$ cat src/rtl/scr1_mem_arb2.sv
// Shares one memory bridge port between the SCR1 imem and dmem requesters with in-order response steering.
// Optional round-robin arbitration is enabled by defining SCR1_MEM_ARB_RR_EN (default: dmem fixed priority).
module scr1_mem_arb2 #(
    parameter int SCR1_ARB_OUTSTANDING = 2,
    parameter int SCR1_ADDR_WIDTH      = 32
) (
    input  logic                       clk,
    input  logic                       rst_n,
    // imem requester
    input  logic                       imem_req,
    output logic                       imem_req_ack,
    input  logic [SCR1_ADDR_WIDTH-1:0] imem_addr,
    output logic [31:0]                imem_rdata,
    output logic [1:0]                 imem_resp,
    // dmem requester
    input  logic                       dmem_req,
    output logic                       dmem_req_ack,
    input  logic                       dmem_cmd,
    input  logic [1:0]                 dmem_width,
    input  logic [SCR1_ADDR_WIDTH-1:0] dmem_addr,
    input  logic [31:0]                dmem_wdata,
    output logic [31:0]                dmem_rdata,
    output logic [1:0]                 dmem_resp,
    // bridge side
    output logic                       bus_req,
    input  logic                       bus_req_ack,
    output logic                       bus_cmd,
    output logic [1:0]                 bus_width,
    output logic [SCR1_ADDR_WIDTH-1:0] bus_addr,
    output logic [31:0]                bus_wdata,
    input  logic [31:0]                bus_rdata,
    input  logic [1:0]                 bus_resp,
    // status
    output logic                       arb_idle,
    output logic                       arb_err
);

    localparam logic [1:0] RESP_NOTRDY = 2'b00;
    localparam logic       CMD_RD      = 1'b0;
    localparam logic [1:0] WIDTH_WORD  = 2'b10;
    localparam int PTR_W = (SCR1_ARB_OUTSTANDING > 1) ? $clog2(SCR1_ARB_OUTSTANDING) : 1;
    localparam int CNT_W = $clog2(SCR1_ARB_OUTSTANDING) + 1;

    logic [SCR1_ARB_OUTSTANDING-1:0] tag_fifo;
    logic [PTR_W-1:0]                wr_ptr;
    logic [PTR_W-1:0]                rd_ptr;
    logic [CNT_W-1:0]                cnt;
    logic full, empty, grant_dmem, push, pop, resp_vld, head;

    assign full  = (cnt == CNT_W'(SCR1_ARB_OUTSTANDING));
    assign empty = (cnt == '0);

`ifdef SCR1_MEM_ARB_RR_EN
    logic last_owner;  // 0 = imem, 1 = dmem
    // On contention the side that did not win last time gets the bus.
    assign grant_dmem = dmem_req & (~imem_req | ~last_owner);

    always_ff @(posedge clk or negedge rst_n) begin
        if (!rst_n)    last_owner <= 1'b0;
        else if (push) last_owner <= grant_dmem;
    end
`else
    assign grant_dmem = dmem_req;
`endif

    // Request path: purely combinational from the req inputs and registered state.
    assign bus_req      = (imem_req | dmem_req) & ~full;
    assign bus_cmd      = grant_dmem ? dmem_cmd   : CMD_RD;
    assign bus_width    = grant_dmem ? dmem_width : WIDTH_WORD;
    assign bus_addr     = grant_dmem ? dmem_addr  : imem_addr;
    assign bus_wdata    = grant_dmem ? dmem_wdata : 32'h0;
    assign imem_req_ack = imem_req & ~grant_dmem & bus_req_ack & ~full;
    assign dmem_req_ack = grant_dmem & bus_req_ack & ~full;

    assign push     = bus_req & bus_req_ack;
    assign resp_vld = (bus_resp != RESP_NOTRDY);
    assign pop      = resp_vld & ~empty;
    assign head     = tag_fifo[rd_ptr];

    // Responses complete in issue order, so the FIFO head names the owner.
    assign imem_resp  = (pop & ~head) ? bus_resp  : RESP_NOTRDY;
    assign imem_rdata = (pop & ~head) ? bus_rdata : 32'h0;
    assign dmem_resp  = (pop &  head) ? bus_resp  : RESP_NOTRDY;
    assign dmem_rdata = (pop &  head) ? bus_rdata : 32'h0;
    assign arb_idle   = empty;

    always_ff @(posedge clk or negedge rst_n) begin
        if (!rst_n) begin
            tag_fifo <= '0;
            wr_ptr   <= '0;
            rd_ptr   <= '0;
            cnt      <= '0;
            arb_err  <= 1'b0;
        end else begin
            if (push) begin
                tag_fifo[wr_ptr] <= grant_dmem;
                wr_ptr <= (wr_ptr == PTR_W'(SCR1_ARB_OUTSTANDING - 1)) ? '0 : wr_ptr + PTR_W'(1);
            end
            if (pop)
                rd_ptr <= (rd_ptr == PTR_W'(SCR1_ARB_OUTSTANDING - 1)) ? '0 : rd_ptr + PTR_W'(1);
            if (push && !pop)      cnt <= cnt + CNT_W'(1);
            else if (pop && !push) cnt <= cnt - CNT_W'(1);
            // A response with nothing outstanding is unrecoverable until reset.
            if (resp_vld && empty) arb_err <= 1'b1;
        end
    end

endmodule

$ cat config.mk
export PLATFORM = sky130hd
export DESIGN_NAME = scr1_mem_arb2
export DESIGN_NICKNAME = d
export VERILOG_FILES = /design/src/rtl/scr1_mem_arb2.sv
export SDC_FILE = /design/constraint.sdc
export NUM_CORES = 1
export LEC_CHECK = 0
export BUFFER_PORTS_ARGS = -buffer_cell sky130_fd_sc_hd__buf_2
export CORE_AREA = 4 4 105 107
export DETAILED_ROUTE_END_ITERATION = 10
export DIE_AREA = 0 0 109 111
export PLACE_DENSITY = 0.63
export SETUP_SLACK_MARGIN = 0.5
export SYNTH_ARGS = -nofsm -noshare
export SYNTH_HDL_FRONTEND = slang
export SYNTH_SLANG_ARGS = --single-unit
$ cat constraint.sdc
create_clock -name clk -period 2.14 [get_ports clk]
set_clock_uncertainty 0.15 [all_clocks]
set_input_delay 0.107 -clock clk [delete_from_list [all_inputs] [get_ports clk]]
set_output_delay 0.107 -clock clk [all_outputs]
set_load 0.01 [all_outputs]
After elaboration in Yosys (flattened, before gate mapping):

Index checks and enable logic that the tools add are counted.

* bits in registers: 7
* latch bits: 0
* memory bits (writable): 0
* memory bits (read-only): 0
* input port bits: 138
* output and inout port bits: 140
* word-level logic and storage cells: 54
* memories kept: 0

* add/subtract/negate cells: 4
* multipliers: 0
* div/mod/pow operators: 0
* $lt $le $gt $ge: 3
* eq/ne operators: 1
* shift-type cells: 0
* muxes and demuxes: 17
* bitwise logic cells: 15
* reductions and logical operators: 9

Operators by type and width (number)
* 2-to-1 mux 32 bit: 4
* bitwise AND 1 bit: 10
* 2-to-1 mux 2 bit: 5
* 2-to-1 mux 1 bit: 6
* logical AND 1 bit: 4
* < comparator 1 x 2 -> 1 bit, second input constant: 2
* inverter 1 bit: 4
* nonzero test 2 bit: 2
* adder 1 bit, second input constant: 2
* adder 2 x 1 -> 2 bit, second input constant: 1
* bitwise mux 2 bit: 1
* == test 2 bit, second input constant: 1
* logical NOT 1 bit: 2
* logical NOT 2 bit: 1
* subtractor 2 x 1 -> 2 bit, second input constant: 1
* demux 1 bit (select 1 bit): 1
* greater-or-equal comparator 1 bit, second input constant: 1
* bitwise OR 1 bit: 1

Longest topological paths before layout:

Gate-level depths: netlist of the first run.

* depth in word-level cells: 8
* depth in mapped cells: 8
* gate-level depth less buffers: 7

Worst setup path after synthesis of the first run:

OpenSTA, ideal clock, no wires.

* path kind: reg-to-reg
* start: register cnt[0]
* end: register cnt[1]
* library setup time: 0.125 ns
* arrival: 1.444 ns
* required time: 1.865 ns
* setup slack: 0.421 ns
* stages on the path, launching flop included: 9
* path buffers: 2
* period minus slack after synthesis: 1.719 ns
* cells stage by stage: dfrtp_1 o22a_2 buf_6 buf_6 inv_1 ha_1 xor2_1 nor2_1 xor2_1

* longest elaborated chain between the ends: 7
* elaborated cells between the ends (all ways): 16

Ends and longest elaborated chain
* start, declared: RTL line 47 `logic [CNT_W-1:0] cnt;`
* start signal, assigned: RTL line 101 `if (push && !pop) cnt <= cnt + CNT_W'(1);`
* start signal, assigned: RTL line 102 `else if (pop && !push) cnt <= cnt - CNT_W'(1);`
* == test 2 bit: RTL line 50 `assign full = (cnt == CNT_W'(SCR1_ARB_OUTSTANDING));`
* inverter 1 bit: RTL line 67 `assign bus_req = (imem_req | dmem_req) & ~full;`
* bitwise AND 1 bit: RTL line 67
* bitwise AND 1 bit: RTL line 75 `assign push = bus_req & bus_req_ack;`
* logical NOT 1 bit: RTL line 102
* logical AND 1 bit: RTL line 102
* nonzero test 2 bit (no line)

Several ways; a longest one is shown, not always the timed one. The select of a mux whose other input is x is not followed.
A chain may end at the register's enable or synchronous reset.

Final worst setup path of the first run:

* start: register rd_ptr
* end: output port dmem_rdata[19]

* longest elaborated chain between the ends: 4

Ends and longest elaborated chain
* start, declared: RTL line 46 `logic [PTR_W-1:0] rd_ptr;`
* start signal, assigned: RTL line 100 `rd_ptr <= (rd_ptr == PTR_W'(SCR1_ARB_OUTSTANDING - 1)) ? '0 : rd_ptr + PTR_W'(1);`
* 2-to-1 mux 1 bit (implied by the code) (2 in a row): RTL line 78 `assign head = tag_fifo[rd_ptr];`
* bitwise AND 1 bit: RTL line 84 `assign dmem_rdata = (pop & head) ? bus_rdata : 32'h0;`
* 2-to-1 mux 32 bit: RTL line 84
* end, declared: RTL line 22 `output logic [31:0] dmem_rdata,`

No other way between the ends. The select of a mux whose other input is x is not followed.

==> flow_summary.ini, run 1 <==
[synthesis]
yosys_warnings = 0
yosysUniqueCellTypes = 28
syn-cell-area_um2 = 1560
seq_area_frac_synth_pct = 11.2
synth.area.top_cells = and3_1 (24%), mux2_2 (23%), and2_1 (14%), dfrtp_1 (11%), buf_6 (6.5%)
synth_nets = 331
ys_seq_elements = 7
syn-mean-instance-area_um2 = 8.13
synth_top_area_share_pct = 24.0
netlist_instances = 192
synth_top_area_cell = and3_1

[critical_path]
r2r-start = cnt[0]
critPathLaunch = rd_ptr
arrival_ns = 1.49
reg2regPathDepth = 7
timing.rr.end = cnt[1]
end_kind = output port
crit_path_max_fanout = 8
start_kind = flop
cp.required_ns = 1.88
path_class = flop to output port
endpoint = dmem_rdata[19]
r2r_slack_ns = 0.55

[route]
avgViaCountPerCell = 4.18
vias = 2545
route.detailed.wl_per_inst_um = 15.4
route.final.wire_length_um = 9390
drc = 0
drt_iter0_drc = 117
drtPass1Iterations = 4
ant_nets = 0

[power]
power.share.clock_pct = 5.9
p_int_uw = 1690
netSwitchingPower_uw = 1470
max-vdd-ir-drop_uv = 781
p_per_area_nw_per_um2 = 933
seqPwrFrac_pct = 9.6
power_frac_comb_pct = 84.5
swShare_pct = 46.5
p_leak_uw = 0.00213

[final_layout]
layout.nets = 610
final_cell_mix = buf_2 (271), and3_1 (54), and2_1 (34)
syn_to_final_growth_pct = 117
stdcell_count = 609
n_fill_cell = 1067
final_layout_size_suffix_gt1_share_pct = 75.7
design_area_um2 = 3400
final_common_cell = buf_2

[global_routing]
grt_antenna_before_repair = 9
gr-usage-all-layers_pct = 12.0
grt_pass1_wl_um = 11900
grt_max_degree = 68
gr-total-overflow = 0
grt_pass1_vias = 2229

[die]
die_w_um = 109
start_util_pct = 15.4
io_pins = 278
coreArea_um2 = 10100
die_h_um = 111
rows = 37
die_area_um2 = 12100

[place]
dp_hpwl_um = 7090
dpl_cell_area_um2 = 3010
numPortBuffers = 277
gp_congestion = 0.867
place_inst = 587

[clock_network]
htree_levels = 1
clock-root-buffer = clkbuf_8
cts_tree = done
insertion_delay_ns = 0.23
cts_made_buffers = 3
path_clk_slew_ns = 0.04
cts.sinks = 7
clockBufferDepth = 2

[sta]
fmax_ghz = 0.573
slew_viol_final = 0
finalCritPeriodShare_pct = 81.5
relSlewSlack_pct = 82.4
finalSetupViolCount = 0
tightest_slew_ns = 0.264
hold_violations = 0
layout_min_cycle_time_ns = 1.74
setup_tns_ns = 0
rsz0062_at_grt = true

[min_path]
hp-start = bus_resp[1]
hold_path.class = primary input to flop

[status]
status = finished, final reports clean

[job]
maxCapViolations = 0
[worst max-delay path: stages, from the launching register on]
cell	delay, ns
dfrtp_2	0.44
buf_12	0.15
mux2_4	0.34
and3_1	0.19
buf_2	0.13
[worst min-delay path by stage]
stage	endpoint	slack, ns	cells past startpoint
floorplan	arb_err	-0.34	0
global placement	wr_ptr	-0.20	1
detailed placement	tag_fifo[0]	-0.20	1
CTS	arb_err	0.01	3
global route	arb_err	0.08	3
finish	arb_err	0.05	3
[metrics by stage]
step                      hold slack, ns  setup WS (ns)  total power, uW  utilization (%)
after floorplan                   -0.339          0.429             1690                -
after global placement            -0.199          0.495             2260             29.7
after detailed placement          -0.199          0.455             2290             29.7
after CTS                         0.0125          0.400             2590             30.7
after global routing              0.0820          0.351             3420             33.5
final                             0.0484          0.395             3170             33.5
[cell usage after synthesis]
master / n
and3_1: 60
and2_1: 34
mux2_2: 32
buf_6: 9
dfrtp_1: 7
nor2_1: 7
and3_2: 5
clkbuf_1: 5
buf_2: 4
inv_1: 3
nand2_1: 3
xor2_1: 3
clkbuf_2: 2
mux2_4: 2
nand2b_1: 2
xnor2_1: 2
buf_4: 1
ha_1: 1
mux2_1: 1
mux2i_2: 1
nand2b_2: 1
nand3b_1: 1
nand4b_1: 1
nor3b_1: 1
o2111ai_2: 1
o21a_1: 1
o21ai_0: 1
o22a_2: 1
[state kept, by name (all words and copies together), names as in the netlist]
name      cells
tag_fifo      2
rd_ptr        1
cnt           2
arb_err       1
wr_ptr        1
[per-layer routing]
layer	up-vias	global-route usage [%]	routed length [um]
li1	1243	-	-
met1	1153	14.0	3480
met2	121	21.2	4770
met3	16	4.66	1030
met4	12	1.18	51
met5	-	0	62
[logic make-up (layout without fill, tap and decap cells)]
group / count (synthesis) / after routing / share of synthesized area [%]
adder cells (fa/ha/maj): 1 / 1 / 0.801
buffers and inverters: 24 / 299 / 10.8
AND/OR/NAND/NOR: 115 / 115 / 45.4
flip-flops: 7 / 7 / 11.2
other: 0 / 3 / 0
AO/OA/AOI/OAI: 4 / 4 / 2.40
multiplexers: 36 / 39 / 26.6
XOR/XNOR: 5 / 5 / 2.80
[power groups by stage]
stage,sequential [uW],combinational [uW],clock [uW]
6_report,303,2680,187
5_1_grt,317,2900,200
4_1_cts,254,2140,193
3_5_place_dp,271,2020,0
3_3_place_gp,264,1990,0
2_1_floorplan,255,1430,0
[timing repair]
action                                 CTS  global route
buffers inserted                         4             4
hold buffers                             1             0
endpoints found under the hold margin    7             0
pin swaps                                0            12
setup endpoints to repair               69            69
gates cloned                             0             6
gates resized for setup                  5            30
[cell type report]
class	count	area, um^2	share of cell area (%)
Timing Repair Buffer	292	1640	48.3
Clock buffer	4	45.0	1.33
Sequential cell	7	179	5.27
Multi-Input combinational cell	164	1340	39.5
Inverter	3	11.3	0.332
Antenna cell	3	7.51	0.221
Tap cell	136	170	5.01
(Power assumes the default switching activity.)
==> run 2: changes to the inputs <==
--- a/config.mk
+++ b/config.mk
@@ -5,10 +5,11 @@
 export SDC_FILE = /design/constraint.sdc
 export NUM_CORES = 1
 export LEC_CHECK = 0
+export ABC_AREA = 1
 export BUFFER_PORTS_ARGS = -buffer_cell sky130_fd_sc_hd__buf_2
-export CORE_AREA = 4 4 105 107
+export CORE_AREA = 4 4 104 106
 export DETAILED_ROUTE_END_ITERATION = 10
-export DIE_AREA = 0 0 109 111
+export DIE_AREA = 0 0 108 110
 export PLACE_DENSITY = 0.63
 export SETUP_SLACK_MARGIN = 0.5
 export SYNTH_ARGS = -nofsm -noshare
==> constraint.sdc (replaced) <==
create_clock -name clk -period 1.7 [get_ports clk]
set_clock_uncertainty 0.15 [all_clocks]
set_input_delay 0.085 -clock clk [delete_from_list [all_inputs] [get_ports clk]]
set_output_delay 0.085 -clock clk [all_outputs]
set_load 0.01 [all_outputs]
==> run 2 against run 1 <==
The flow now finishes with violations (negative setup slack). Setup slack worse by 0.42 ns. Sequential share of layout area down 1.3 points. Die area down 1.8%. Utilization up 13 points. Largest power group unchanged.
==> flow_summary.ini, run 2 <==
[clock_network]
cts.sinks = 7
htree_levels = 1
clock-root-buffer = clkbuf_8
insertion_delay_ns = 0.23
path_clk_slew_ns = 0.04
cts_tree = done
cts_made_buffers = 3
clockBufferDepth = 2

[final_layout]
layout.nets = 778
diodes = 0
final_common_cell = buf_2
reg.largest.list = cnt (2), tag_fifo (2)
syn_to_final_growth_pct = 190
final_layout_size_suffix_gt1_share_pct = 63.3
design_area_um2 = 4510
stdcell_count = 771
final_cell_mix = buf_2 (215), nand2_1 (141), inv_1 (77)

[critical_path]
cp.required_ns = 1.46
path_class = flop to output port
end_kind = output port
path_cells = nor2_4 > a21oi_4 > nand2_4 > buf_12 > buf_16 > nor2_4 > buf_6
crit_path_max_fanout = 6
critPathMostFrequentCell = nor2_4
arrival_ns = 1.49
r2r-start = cnt[1]
r2r_slack_ns = 0.05
slowest_stage = dfrtp_2
start_kind = flop
reg2regPathDepth = 8
slowest_delay_ns = 0.40
crit_family = flip-flops
critPathBufInv = 3
timing.rr.end = cnt[1]

[power]
p_leak_uw = 0.00277
p_per_area_nw_per_um2 = 1300
max-vdd-ir-drop_uv = 732
total_power_uw = 5840

[synthesis]
synth_top_area_share_pct = 34.5
synth_xor_area_share_pct = 1.69
synth_nets = 476
synth_compound_area_share_pct = 1.69
seq_area_frac_synth_pct = 11.3
synth-edff-count = 0
synth_most_common_cell = nand2_1
synth.area.top_cells = nand2_1 (35%), inv_1 (19%), nor2_1 (15%), dfrtp_1 (11%), buf_6 (4.3%)
yosys_warnings = 0
synth_top_area_cell = nand2_1
ys_top_cells_by_count = nand2_1 (143), inv_1 (80), nor2_1 (64)
syn-mean-instance-area_um2 = 4.61
async_reset_ff_share_pct = 100
synthMuxAreaShare_pct = 0
ys_seq_elements = 7
synthAdderAreaFrac_pct = 0.805
ys.flop_type = dfrtp_1
yosys.area_share.simple_pct = 57.7
netlist_instances = 337
synth_top_family_by_area = simple AND/OR/NAND/NOR gates
yosysUniqueCellTypes = 20
syn-cell-area_um2 = 1550

[die]
start_util_pct = 15.9
rows = 36
die_w_um = 108
die_h_um = 110
io_pins = 278
die_area_um2 = 11900
coreArea_um2 = 9770

[global_routing]
grt_pass1_vias = 2956
grt_max_degree = 51
grt_antenna_before_repair = 0
grt_pass1_wl_um = 14300
gr-usage-all-layers_pct = 15.1
gr-total-overflow = 0

[sta]
tightest_slew_ns = 0.273
finalCritPeriodShare_pct = 101
relSlewSlack_pct = 81.8
layout_min_cycle_time_ns = 1.72
worst_slack_ns = -0.0243
fmax_ghz = 0.580
rsz0062_at_grt = true
finalSetupViolCount = 42
hold_violations = 0
slew_viol_final = 0

[place]
place_inst = 744
gp_congestion = 0.833
numPortBuffers = 277
post-place-ws_ns = 0.0213
dp_hpwl_um = 7880
dpl_cell_area_um2 = 3680

[route]
route.final.wire_length_um = 9910
drtPass1Iterations = 4
drc = 0
ant_nets = 0
route.detailed.wl_per_inst_um = 12.9
drt_iter0_drc = 103
vias = 2958
avgViaCountPerCell = 3.84

[status]
violations = negative setup slack
status = finished, violations left

[min_path]
hold_path.class = primary input to flop
hold_depth = 3
hold_path_end = arb_err
hp-start = bus_resp[0]

[job]
maxCapViolations = 0
-- run 2: changes by cell type after synthesis, sizes merged, moves of 34 or more --
cell	previous run	this run
nor2	7	72
and3	65	0
and2	34	0
mux2	35	0
inv	3	80
nand2	3	145
-- run 2: where the power goes --
part           internal [uW]  switching, uW
Sequential               251           80.6
Combinational           2730           2550
Clock                    162           68.8
-- run 2: worst max path at each step --
stage / depth (start not counted) / end / slack (ns) / startpoint
floorplan: 8 / cnt[1] / 0.1 / cnt[0]
global placement: 9 / cnt[1] / 0.06 / cnt[1]
detailed placement: 9 / cnt[1] / 0.02 / cnt[1]
CTS: 7 / imem_rdata[4] / -0.06 / cnt[1]
global route: 7 / dmem_resp[0] / -0.1 / cnt[1]
finish: 7 / dmem_rdata[1] / -0.02 / cnt[1]
-- run 2: timing repair --
| item | in CTS | in global routing |
|---|---|---|
| setup endpoints to repair | 76 | 79 |
| endpoints found under the hold margin | 8 | 0 |
| cloned | 3 | 0 |
| hold buffers | 2 | 0 |
| buffers inserted | 14 | 4 |
| resized for setup | 83 | 17 |
| pin swaps | 7 | 7 |
-- run 2: layout make-up --
cell class | instances | area (um^2)
Clock buffer | 4 | 45.0
Fill cell | 968 | 5270
Inverter | 81 | 309
Multi-Input combinational cell | 233 | 1560
Sequential cell | 7 | 179
Tap cell | 133 | 166
Timing Repair Buffer | 313 | 2250
-- run 2: logic make-up after synthesis --
group,count (synthesis)
fa+ha+maj,1
buf+inv,98
flops,7
xor+xnor,3
compound gates,3
simple gates,225
-- run 2: routing by layer --
layer  GRT usage [%]  vias to the layer above  part of all wire, %
li1                -                     1545                    -
met1            15.6                     1245                   33
met2            30.2                      166                   54
met3            4.66                        2                   13
met4            1.98                        0                 0.26
met5               0                        -                    0
-- run 2: tightest hold or removal path: cells and delay by family --
family | cells | cell delay [ns]
buffers and inverters | 1 | 0.09
AO/OA/AOI/OAI | 1 | 0.10
AND/OR/NAND/NOR | 1 | 0.07
-- run 2: stage by stage --
stage          hold slack [ns]  util (%)  setup TNS (ns)
2_1_floorplan           -0.361         -               0
3_3_place_gp            -0.224      37.7               0
3_5_place_dp            -0.224      37.7               0
4_1_cts               0.000610      45.2           -1.83
5_1_grt                 0.0303      46.1           -4.31
6_report               0.00268      46.1          -0.317
